`src/rtl/bcd_to_ascii_tx.sv`:
```
// ---------------------------------------------------------------------------
// bcd_to_ascii_tx
//
// Purpose:
//   Takes one packed-BCD word from the binary-to-BCD stage and streams it out
//   as ASCII characters, most-significant digit first. Leading zeros can be
//   suppressed (a zero word still prints a single '0'). An optional CR LF
//   terminator follows the digits. Every output byte uses a valid/ready
//   handshake. All outputs are registered.
//
// Ports:
//   CLK     in   1         system clock, rising edge
//   RST     in   1         synchronous active-low reset
//   I_DAT   in   4*DIGITS  packed BCD, nibble DIGITS-1 most significant
//   I_STB   in   1         single-cycle strobe qualifying I_DAT
//   O_BUSY  out  1         word in flight; I_STB is ignored while high
//   O_DROP  out  1         one-cycle pulse: a strobe arrived while busy
//   O_DAT   out  8         ASCII byte
//   O_STB   out  1         O_DAT valid
//   I_RDY   in   1         downstream ready; transfer when O_STB & I_RDY
// ---------------------------------------------------------------------------
module bcd_to_ascii_tx #(
    parameter int DIGITS         = 10,
    parameter bit SUPPRESS_ZEROS = 1'b1,
    parameter bit APPEND_CRLF    = 1'b1
) (
    input  logic                  CLK,
    input  logic                  RST,
    input  logic [4*DIGITS-1:0]   I_DAT,
    input  logic                  I_STB,
    output logic                  O_BUSY,
    output logic                  O_DROP,
    output logic [7:0]            O_DAT,
    output logic                  O_STB,
    input  logic                  I_RDY
);

    // Digit index must still be at least one bit wide for a single digit.
    localparam int IDX_W = (DIGITS > 1) ? $clog2(DIGITS) : 1;

    localparam logic [1:0] ST_IDLE  = 2'd0;
    localparam logic [1:0] ST_DIGIT = 2'd1;
    localparam logic [1:0] ST_CR    = 2'd2;
    localparam logic [1:0] ST_LF    = 2'd3;

    logic [1:0]          state_q;
    logic [1:0]          state_d;
    logic [4*DIGITS-1:0] data_q;
    logic [4*DIGITS-1:0] data_d;
    logic [IDX_W-1:0]    idx_q;
    logic [IDX_W-1:0]    idx_d;
    logic [IDX_W-1:0]    start_idx;
    logic [3:0]          cur_nib;
    logic [7:0]          char_d;
    logic                xfer;

    // A byte leaves the block when it is presented and the consumer is ready.
    assign xfer = O_STB & I_RDY;

    // Priority encoder for the first printed digit. Scanning upward lets the
    // highest nonzero nibble win; invalid nibbles (A..F) count as nonzero.
    // An all-zero word leaves the index at 0 so a single '0' is printed.
    always_comb begin
        start_idx = '0;
        if (!SUPPRESS_ZEROS) begin
            start_idx = IDX_W'(DIGITS - 1);
        end else begin
            for (int k = 0; k < DIGITS; k++) begin
                if (I_DAT[4*k +: 4] != 4'd0) begin
                    start_idx = IDX_W'(k);
                end
            end
        end
    end

    // Next-state logic. State, index and capture only move on a transfer,
    // which keeps the presented byte frozen under backpressure.
    always_comb begin
        state_d = state_q;
        idx_d   = idx_q;
        data_d  = data_q;
        case (state_q)
            ST_IDLE: begin
                if (I_STB) begin
                    data_d  = I_DAT;
                    idx_d   = start_idx;
                    state_d = ST_DIGIT;
                end
            end
            ST_DIGIT: begin
                if (xfer) begin
                    if (idx_q != '0) begin
                        idx_d = idx_q - IDX_W'(1);
                    end else begin
                        state_d = APPEND_CRLF ? ST_CR : ST_IDLE;
                    end
                end
            end
            ST_CR: begin
                if (xfer) begin
                    state_d = ST_LF;
                end
            end
            ST_LF: begin
                if (xfer) begin
                    state_d = ST_IDLE;
                end
            end
            default: begin
                state_d = ST_IDLE;
            end
        endcase
    end

    // Character for the upcoming cycle, derived from the next state so the
    // registered O_DAT lines up with the registered O_STB.
    always_comb begin
        cur_nib = 4'd0;
        for (int k = 0; k < DIGITS; k++) begin
            if (idx_d == IDX_W'(k)) begin
                cur_nib = data_d[4*k +: 4];
            end
        end

        char_d = 8'h00;
        case (state_d)
            ST_DIGIT: char_d = (cur_nib <= 4'd9) ? (8'h30 | {4'h0, cur_nib}) : 8'h3F;
            ST_CR:    char_d = 8'h0D;
            ST_LF:    char_d = 8'h0A;
            default:  char_d = 8'h00;
        endcase
    end

    // State and output registers. A strobe seen while a word is in flight
    // is discarded and flagged for one cycle; the capture is untouched.
    always_ff @(posedge CLK) begin
        if (!RST) begin
            state_q <= ST_IDLE;
            data_q  <= '0;
            idx_q   <= '0;
            O_DAT   <= 8'h00;
            O_STB   <= 1'b0;
            O_BUSY  <= 1'b0;
            O_DROP  <= 1'b0;
        end else begin
            state_q <= state_d;
            data_q  <= data_d;
            idx_q   <= idx_d;
            O_DAT   <= char_d;
            O_STB   <= (state_d != ST_IDLE);
            O_BUSY  <= (state_d != ST_IDLE);
            O_DROP  <= I_STB & (state_q != ST_IDLE);
        end
    end

endmodule

```
`config.mk`:
```
export PLATFORM = sky130hd
export DESIGN_NAME = bcd_to_ascii_tx
export DESIGN_NICKNAME = d
export VERILOG_FILES = /design/src/rtl/bcd_to_ascii_tx.sv
export SDC_FILE = /design/constraint.sdc
export NUM_CORES = 1
export LEC_CHECK = 0
export BUFFER_PORTS_ARGS = -buffer_cell sky130_fd_sc_hd__buf_2
export CAP_MARGIN = 20
export CORE_AREA = 2 2 105 77
export CTS_BUF_LIST = sky130_fd_sc_hd__clkbuf_16
export DETAILED_ROUTE_END_ITERATION = 10
export DIE_AREA = 0 0 107 79
export MAX_ROUTING_LAYER = met4
export SLEW_MARGIN = 20
export SYNTH_ARGS = -nofsm -noshare
export SYNTH_HDL_FRONTEND = slang
export SYNTH_SLANG_ARGS = --single-unit
export TNS_END_PERCENT = 5
```
`constraint.sdc`:
```
create_clock -name CLK -period 4.95 [get_ports CLK]
set_input_delay 1.485 -clock CLK [delete_from_list [all_inputs] [get_ports CLK]]
set_output_delay 1.485 -clock CLK [all_outputs]
set_load 0.05 [all_outputs]
```
==> key figures <==
Yosys
  – Most frequent cell after synthesis: nand2_1
  – Yosys reg bits: 53
  – Cells after Synth: 354
  – Number of synthesized flops with an enable pin: 0
  – Yosys warning total: 0
  – Post-synth top area share: 36.44%
  – Top cells by area, synth: dfxtp_1 36%, nand2_1 9.2%, a21oi_1 6.7%
  – Ys async rst share: 0%
  – Seq/Total Area, Yosys: 36.44%
  – Synth area leader: dfxtp_1
  – Synth cell count leaders: 71 x nand2_1, 53 x dfxtp_1, 39 x a21oi_1
  – Post-synthesis cell area: 0.002912 mm^2
  – Yosys cell types: 73
  – Synthesized area per cell: 8.225 um^2
  – Most used DFF post-synth: dfxtp_1

Detailed routing
  – ANT nets after route: 0
  – Via density: 5.681
  – Routed wire per std cell: 17.17 um
  – DRC: 0
  – Routed via count: 2846
  – Final WL: 8604 um
  – Initial DRC Count: 228
  – DRT Pass-1 Iters: 4

GRT
  – Initial antenna violation count: 0
  – GRT Overall Usage: 21.68%
  – GRT overflow: 0
  – Largest net degree at the start of global routing: 44
  – Vias in the first global route: 2595
  – First-pass GRT wire length: 13700 um

STA
  – Peak Freq: 0.2475 GHz
  – PnR worst setup slack: 0.9090 ns
  – Pins Over Slew Limit: 0
  – RSZ-0062 raised after global routing: no
  – Final setup fails: 0
  – Relative slew slack: 51.03%
  – Min Tclk post-route: 4.041 ns
  – Worst-Margin Slew: 0.7318 ns
  – Final worst clock skew: 0.007423 ns
  – Fin Setup TNS: 0 ns
  – Final Cycle Share: 81.64%
  – Fin. Hold Viols: 0

CTS
  – Clock latency at the later pin of the worst-skew pair: 0.29 ns
  – CTS Root Cell: clkbuf_16
  – Post-CTS Setup Bufs: 0
  – Clock tree buffer depth: 2
  – H-tree Lvls: 2
  – CTS tree: done
  – CTS clk-pin slew, worst paths: 0.06 ns
  – CTS Buf Count: 5
  – Hold_buf cts: 0
  – Total clock sinks: 53
  – Cts repair resizes: 0

Floorplanning
  – IO Pins: 55
  – FP Rows: 27
  – Total die area: 0.008453 mm^2
  – Die W: 107 um
  – Core Footprint: 0.007533 mm^2
  – Starting density of the core: 38.65%
  – Die height: 79 um

Worst setup path
  – R2r endpoint: O_DAT[1]
  – R2r setup slk: 1.52 ns
  – Critical Path End: O_DAT[0]
  – Reg2reg path depth: 11
  – Crit path DAT: 4.26 ns
  – Crit Path Category: in2reg
  – FF-to-FF Start: idx_q[0]
  – Data required, critical path: 5.17 ns
  – Crit start category: input pin
  – Worst Path Max Fanout: 12
  – Setup crit start: I_DAT[8]
  – Nature of the critical path endpoint: flop

Final layout
  – Antenna Cells: 0
  – Share of cells above drive strength 1: 22.75%
  – Fin nets: 445
  – Layout area overhead: 16.80%
  – Fillers: 786
  – Post-route core utilization: 45.14%

Status
  – Status: finished, final reports clean

Pwr
  – Part of the power in combinational logic: 26.9%
  – Power Density: 326.4 mW/mm^2
  – Pint: 749.4 uW
  – Clk pwr share: 30.3%
  – Register share of total power: 42.7%
  – Sw Ratio: 32.49%
  – LEAKAGE: 0.001392 uW
  – Psw: 360.6 uW
  – Peak VDD IR: 0.0001351 V

Placement
  – Routability congestion estimate: 0.9184
  – DPL Wire Length: 6602 um
  – Setup WS pre-CTS: 0.5900 ns
  – Port Buffer Count: 52

Worst hold path
  – Worst hold path class: reg2reg

Job
  – Max-Cap Viols: 0
worst max-delay path, stage by stage:
cell and delay [ns]:
buf_2 0.10, or4_4 0.53, o211ai_2 0.21, a31oi_2 0.24, nor3_4 0.36, buf_4 0.25, mux2_1 0.36, a31oi_1 0.20
o221a_1 0.27, o21ai_2 0.06, a31oi_1 0.17
how the worst min path moves through the flow:
stage               start    endpoint  slack, ns  depth (start not counted)
3_3_place_gp   data_q[15]  data_q[15]       0.44                          2
6_report       data_q[33]  data_q[33]       0.45                          2
4_1_cts        data_q[33]  data_q[33]       0.46                          2
3_5_place_dp   data_q[19]  data_q[19]       0.45                          2
2_1_floorplan  data_q[15]  data_q[15]       0.43                          2
5_1_grt        data_q[15]  data_q[15]       0.48                          2
registers in the layout (all words and copies together), names as in the netlist:
signal and flops:
O_DAT 5, O_DROP 1, O_STB 1, data_q 40, idx_q 4, state_q 2
power by group through the flow:
stage	Clock, uW	Combinational (uW)	Sequential [uW]
3_3_place_gp	0	299	483
5_1_grt	359	325	478
2_1_floorplan	0	188	505
4_1_cts	343	300	475
6_report	337	299	474
3_5_place_dp	0	298	484
logic make-up after synthesis:
logic type	count (synthesis)	share of synthesized area (%)
multiplexers	22	8.895
adder cells (fa/ha/maj)	1	0.4297
flip-flops	53	36.44
buffers and inverters	34	5.672
AND/OR/NAND/NOR	152	25.96
other	1	0.1288
AO/OA/AOI/OAI	91	22.48
metrics by stage:
stage / area, um^2 / hold slack (ns) / total power [uW] / cells
after floorplan: 2915 / 0.4331 / 693.2 / 355
after global placement: 3264 / 0.4413 / 782.1 / 494
after detailed placement: 3264 / 0.4481 / 782.4 / 494
after CTS: 3401 / 0.4576 / 1117 / 501
after global routing: 3401 / 0.4774 / 1163 / 501
final: 3401 / 0.4525 / 1110 / 501
metal layers:
metal | GRT usage (%) | up-vias | part of all wire (%)
met4 | 4.545 | 0 | 0.84
met1 | 31.78 | 1354 | 48
met3 | 3.284 | 8 | 7.2
met2 | 31.66 | 101 | 44
met5 | - | - | 0
li1 | - | 1383 | -
final cells by class:
class	instances	area [um^2]	share of cell area (%)
inverter	11	41.29	1.214
multi-input combinational	268	1695	49.85
timing repair buffer	61	340.3	10.01
clock inverter	2	11.26	0.3311
tap	101	126.4	3.716
clock buffer	5	125.1	3.679
sequential	53	1061	31.20
cells in the final DEF, fill, tap and decap left out, types with 3 or more instances in the layout:
| cell | count |
|---|---|
| or4_1 | 4 |
| nor4_1 | 9 |
| nand2_1 | 71 |
| o31ai_1 | 4 |
| nand3_1 | 10 |
| nor2_1 | 27 |
| or3_1 | 3 |
| o211ai_1 | 4 |
| buf_2 | 52 |
| nor3_1 | 6 |
| mux2i_1 | 18 |
| dfxtp_1 | 53 |
| inv_1 | 10 |
| mux4_2 | 3 |
| a21oi_1 | 39 |
| buf_4 | 8 |
| a31oi_1 | 3 |
| clkbuf_16 | 5 |
| o21ai_0 | 3 |
| a32oi_1 | 3 |
| a211oi_1 | 3 |
No activity file was read; power rests on OpenSTA's default activity.
